### src/rtl/pw_hint_tx.sv
// Serial password hint transmitter: sends W bits MSB first as long (1) or
// short (0) marks on `hint`, each followed by a fixed low gap.
module pw_hint_tx #(
    parameter int SHORT_CYC = 100000,
    parameter int LONG_CYC  = 300000,
    parameter int GAP_CYC   = 200000,
    parameter int W         = 7
) (
    input  logic         clk,
    input  logic         sw7,
    input  logic         start,
    input  logic         abort,
    input  logic [W-1:0] password,
    output logic         hint,
    output logic         busy,
    output logic         done,
    output logic [2:0]   bit_idx
);

    localparam int MAX_CYC = (LONG_CYC > GAP_CYC) ? LONG_CYC : GAP_CYC;
    localparam int CW      = $clog2(MAX_CYC) + 1;
    localparam int IW      = (W > 1) ? $clog2(W) : 1;

    if (SHORT_CYC < 1 || GAP_CYC < 1 || LONG_CYC <= SHORT_CYC) begin : g_bad_timing
        $error("pw_hint_tx: need SHORT_CYC>=1, GAP_CYC>=1 and LONG_CYC>SHORT_CYC");
    end
    if (W < 1 || W > 8) begin : g_bad_width
        $error("pw_hint_tx: W must be 1..8 to fit the 3-bit bit_idx");
    end

    typedef enum logic [1:0] {
        IDLE,
        MARK,
        GAP
    } state_t;

    state_t        state, state_n;
    logic [CW-1:0] cnt, cnt_n;
    logic [W-1:0]  shreg, shreg_n;
    logic [2:0]    bit_idx_n;
    logic          done_n;
    logic [CW-1:0] mark_last;

    // Mark length follows the latched copy, never the live password input.
    assign mark_last = shreg[bit_idx[IW-1:0]] ? CW'(LONG_CYC - 1) : CW'(SHORT_CYC - 1);

    always_ff @(posedge clk) begin
        if (!sw7) begin
            state   <= IDLE;
            cnt     <= '0;
            shreg   <= '0;
            bit_idx <= '0;
            hint    <= 1'b0;
            busy    <= 1'b0;
            done    <= 1'b0;
        end else begin
            state   <= state_n;
            cnt     <= cnt_n;
            shreg   <= shreg_n;
            bit_idx <= bit_idx_n;
            hint    <= (state_n == MARK);
            busy    <= (state_n != IDLE);
            done    <= done_n;
        end
    end

    always_comb begin
        state_n   = state;
        cnt_n     = cnt;
        shreg_n   = shreg;
        bit_idx_n = bit_idx;
        done_n    = 1'b0;
        case (state)
            IDLE: begin
                if (start && !abort) begin
                    shreg_n   = password;
                    bit_idx_n = 3'(W - 1);
                    cnt_n     = '0;
                    state_n   = MARK;
                end
            end
            MARK: begin
                if (abort) begin
                    state_n   = IDLE;
                    cnt_n     = '0;
                    bit_idx_n = '0;
                end else if (cnt == mark_last) begin
                    cnt_n   = '0;
                    state_n = GAP;
                end else begin
                    cnt_n = cnt + CW'(1);
                end
            end
            GAP: begin
                if (abort) begin
                    state_n   = IDLE;
                    cnt_n     = '0;
                    bit_idx_n = '0;
                end else if (cnt == CW'(GAP_CYC - 1)) begin
                    cnt_n = '0;
                    if (bit_idx == 3'd0) begin
                        state_n = IDLE;
                        done_n  = 1'b1;
                    end else begin
                        bit_idx_n = bit_idx - 3'd1;
                        state_n   = MARK;
                    end
                end else begin
                    cnt_n = cnt + CW'(1);
                end
            end
            default: begin
                state_n   = IDLE;
                cnt_n     = '0;
                bit_idx_n = '0;
            end
        endcase
    end

endmodule

### config.mk
export PLATFORM = sky130hd
export DESIGN_NAME = pw_hint_tx
export DESIGN_NICKNAME = d
export VERILOG_FILES = /design/src/rtl/pw_hint_tx.sv
export SDC_FILE = /design/constraint.sdc
export NUM_CORES = 1
export LEC_CHECK = 0
export ABC_AREA = 1
export CAP_MARGIN = 10
export CORE_MARGIN = 5
export CORE_UTILIZATION = 60
export DETAILED_ROUTE_END_ITERATION = 8
export GPL_TIMING_DRIVEN = 0
export PLACE_DENSITY = 0.86
export SYNTH_ARGS = -nofsm -noshare
export SYNTH_HDL_FRONTEND = slang
export SYNTH_SLANG_ARGS = --single-unit
### constraint.sdc
create_clock -name clk -period 3.9 [get_ports clk]
set_input_delay 0.39 -clock clk [delete_from_list [all_inputs] [get_ports clk]]
set_output_delay 0.39 -clock clk [all_outputs]
set_load 0.1 [all_outputs]
==> results by group <==
Status
  – Status: finished clean

Timing
  – Final worst path period share: 58.41%
  – RSZ-0062 raised after global routing: false
  – Slew @ Worst Pin: 978.0 ps
  – Setup tns final: 0 ps
  – Final Critical Period: 2278 ps
  – Layout Skew: 6.463 ps
  – Final slew viol count: 0
  – Final hold violations: 0
  – Relative slew slack: 34.60%
  – Final setup violation count: 0
  – Fmax achieved: 439.0 MHz

Worst setup path
  – CP bufs+invs: 1
  – Worst-path maximum fanout: 6
  – FF-to-FF path depth: 10
  – Worst path slowest cell: clkdlybuf4s50_1
  – Crit. End Element: primary output
  – CP arrival: 1890 ps
  – Setup slack, reg-to-reg: 1940 ps
  – WP depth: 1
  – Crit path max-delay family: buffers and inverters
  – Crit start category: flop
  – Critical Path, Cell by Cell: clkdlybuf4s50_1
  – Setup CP Type: flop to primary output
  – End of the worst register-to-register path: cnt[4]$_SDFFE_PN0P_
  – Crit-path max cell delay: 1170 ps
  – FF-to-FF Start: state[0]$_SDFF_PN0_
  – Req. time, crit path: 3510 ps

Die
  – Core area: 0.003971 mm²
  – Row cnt: 23
  – DIE AREA: 0.005435 mm²
  – Die Wd: 73.72 µm
  – Starting density of the core: 61.34%
  – Top Ports: 17
  – Die Ht: 73.72 µm

Global route
  – Initial antenna violation count: 0
  – Largest net degree at the start of global routing: 11
  – First-pass GRT wire length: 9.321 mm
  – Global routing usage on met3: 4.104%
  – GR Util met1: 29.25%
  – GRT Util Overall: 21.75%
  – Number of global-route vias before repair: 2064
  – GRT busiest layer: met2
  – Grt total ovfl: 0
  – GR met2 Demand/Resource: 35.33%

Hold path
  – Hold Crit Class: flop to flop
  – Hold path cells: 2
  – Hold_sp: shreg[5]$_SDFFE_PN0P_
  – Hold Path Sink: shreg[5]$_SDFFE_PN0P_

Job
  – Max-Cap Viols: 0

Route
  – Final antenna-violating net count: 0
  – Post-Route WL: 5.374 mm
  – Detailed Route Iter0 Violations: 95
  – Drt wl/cell: 13.04 µm
  – First-pass iteration count of the detailed router: 4
  – Via-per-instance ratio: 5.320
  – Vias: 2192
  – DR DRC count: 0

Place
  – Port bufs: 16
  – Placed cells: 406
  – Placed cell area: 0.002659 mm²
  – Final HPWL DP: 3.993 mm
  – Routability cong.: 0.9051

Logic synthesis
  – Post-Syn Area: 0.002436 mm²
  – Post-Syn Area per Cell: 7.165 µm²
  – Post-Synthesis Cells: 340
  – Post-synthesis sequential area ratio: 28.76%
  – Ys flop type: dfxtp_1
  – EDFF count, synth: 0
  – Distinct cell type count of the synthesized netlist: 35
  – Synth Register Bits: 35
  – Synthesis Warnings: 0
  – Syn Nets: 358
  – Asr flop ratio synth: 0%

Cells and area
  – Area of the multi-input gates: 0.001430 mm²
  – Fin cells: 412
  – Filler Cells Inserted: 329
  – Area growth syn-to-layout: 12.12%
  – Ant diodes: 0
  – Final Cell Area: 0.002731 mm²
  – Ratio of cells with drive above 1 in the final layout: 18.23%
  – Final-stage net count: 381
  – Register Area: 700.7 µm²

Power and ir drop
  – Max IR drop VDD: 0.1509 mV
  – Pleak: 1.112 nW
  – Final Power: 0.7621 mW
  – Pwr dens: 279.0 mW/mm²

Clocking
  – CTS tree: built
  – Post-cts hold buffer count: 0
  – Largest buffer count on any clock path: 2
  – Setup bufs post-CTS: 0
  – Clk pin slew, worst setup/hold paths: 70 ps
  – Clock Latency Late Sink: 290 ps
  – CTS Root Cell: clkbuf_8
  – TritonCTS Buffers: 5
  – H-tree depth: 2
  – Post-cts resize count: 0
  – # clock sinks: 35
-- layout make-up --
class / instances / share of cell area, %
clock buffer: 6 / 2.657
tap: 50 / 2.290
sequential: 35 / 25.65
inverter: 52 / 7.146
buffer: 16 / 4.031
timing repair buffer: 16 / 5.864
multi-input combinational: 237 / 52.36
-- sequential cells by signal, summed over array words and instances (netlist names) --
signal and cells:
busy 1, cnt 20, state 2, shreg 7, hint 1, done 1, bit_idx 3
-- cell usage after synthesis, drive strengths merged (4+ instances only) --
cell | instances | area share (%)
a21oi | 32 | 8.3
buf | 10 | 3.1
clkbuf | 4 | 0.62
dfxtp | 35 | 29
ha | 7 | 3.6
inv | 51 | 7.9
nand2 | 72 | 13
nand3 | 39 | 13
nand4 | 9 | 2.3
nor2 | 29 | 5.3
nor3 | 8 | 2.3
nor4 | 5 | 1.9
o21ai | 17 | 3.5
xor2 | 13 | 4.7
-- per-layer routing --
layer	up-vias	share of wire, %
met5	-	0
met4	0	1.1
met3	6	4.0
met2	39	46
met1	1006	49
li1	1141	-
-- report_power, final --
part           internal [mW]  total, mW  switching, mW  leakage (nW)
combinational         0.0429      0.144          0.101         0.791
sequential             0.368      0.376        0.00759         0.284
clock                  0.119      0.243          0.124        0.0371
total                  0.530      0.762          0.232          1.11
-- stage by stage --
step	hold slack (ps)	setup WS (ps)	utilization, %
finish	458.3	1622	68.78
detailed placement	450.2	1771	66.95
floorplan	429.3	1613	-
global route	475.8	1590	68.78
global placement	444.6	1820	66.95
CTS	460.5	1620	68.78
-- worst max-delay path by stage --
stage,start,end,slack [ps]
2_1_floorplan,bit_idx[1]$_SDFFE_PN0P_,cnt[7]$_SDFFE_PN0P_,1610
3_3_place_gp,abort,cnt[4]$_SDFFE_PN0P_,1820
3_5_place_dp,abort,cnt[4]$_SDFFE_PN0P_,1770
4_1_cts,bit_idx[2]$_SDFFE_PN0P_,bit_idx[2],1620
5_1_grt,bit_idx[0]$_SDFFE_PN0P_,bit_idx[0],1590
6_report,bit_idx[2]$_SDFFE_PN0P_,bit_idx[2],1620
-- kinds of logic after synthesis --
family	after synthesis	share of synthesized area [%]
flip-flops	35	28.76
AO/OA/AOI/OAI	53	12.89
AND/OR/NAND/NOR	163	37.19
XOR/XNOR	14	5.033
buffers and inverters	68	12.53
adder cells (fa/ha/maj)	7	3.595
-- layout by cell type (no fill, tap or decap), drive strengths merged, types with 13 or more instances in the layout --
master and n:
inv 51, clkdlybuf4s50 16, nand3 39, nand2 72, xor2 13, o21ai 17, nor2 29, a21oi 32
dfxtp 35
(Power assumes the default switching activity.)
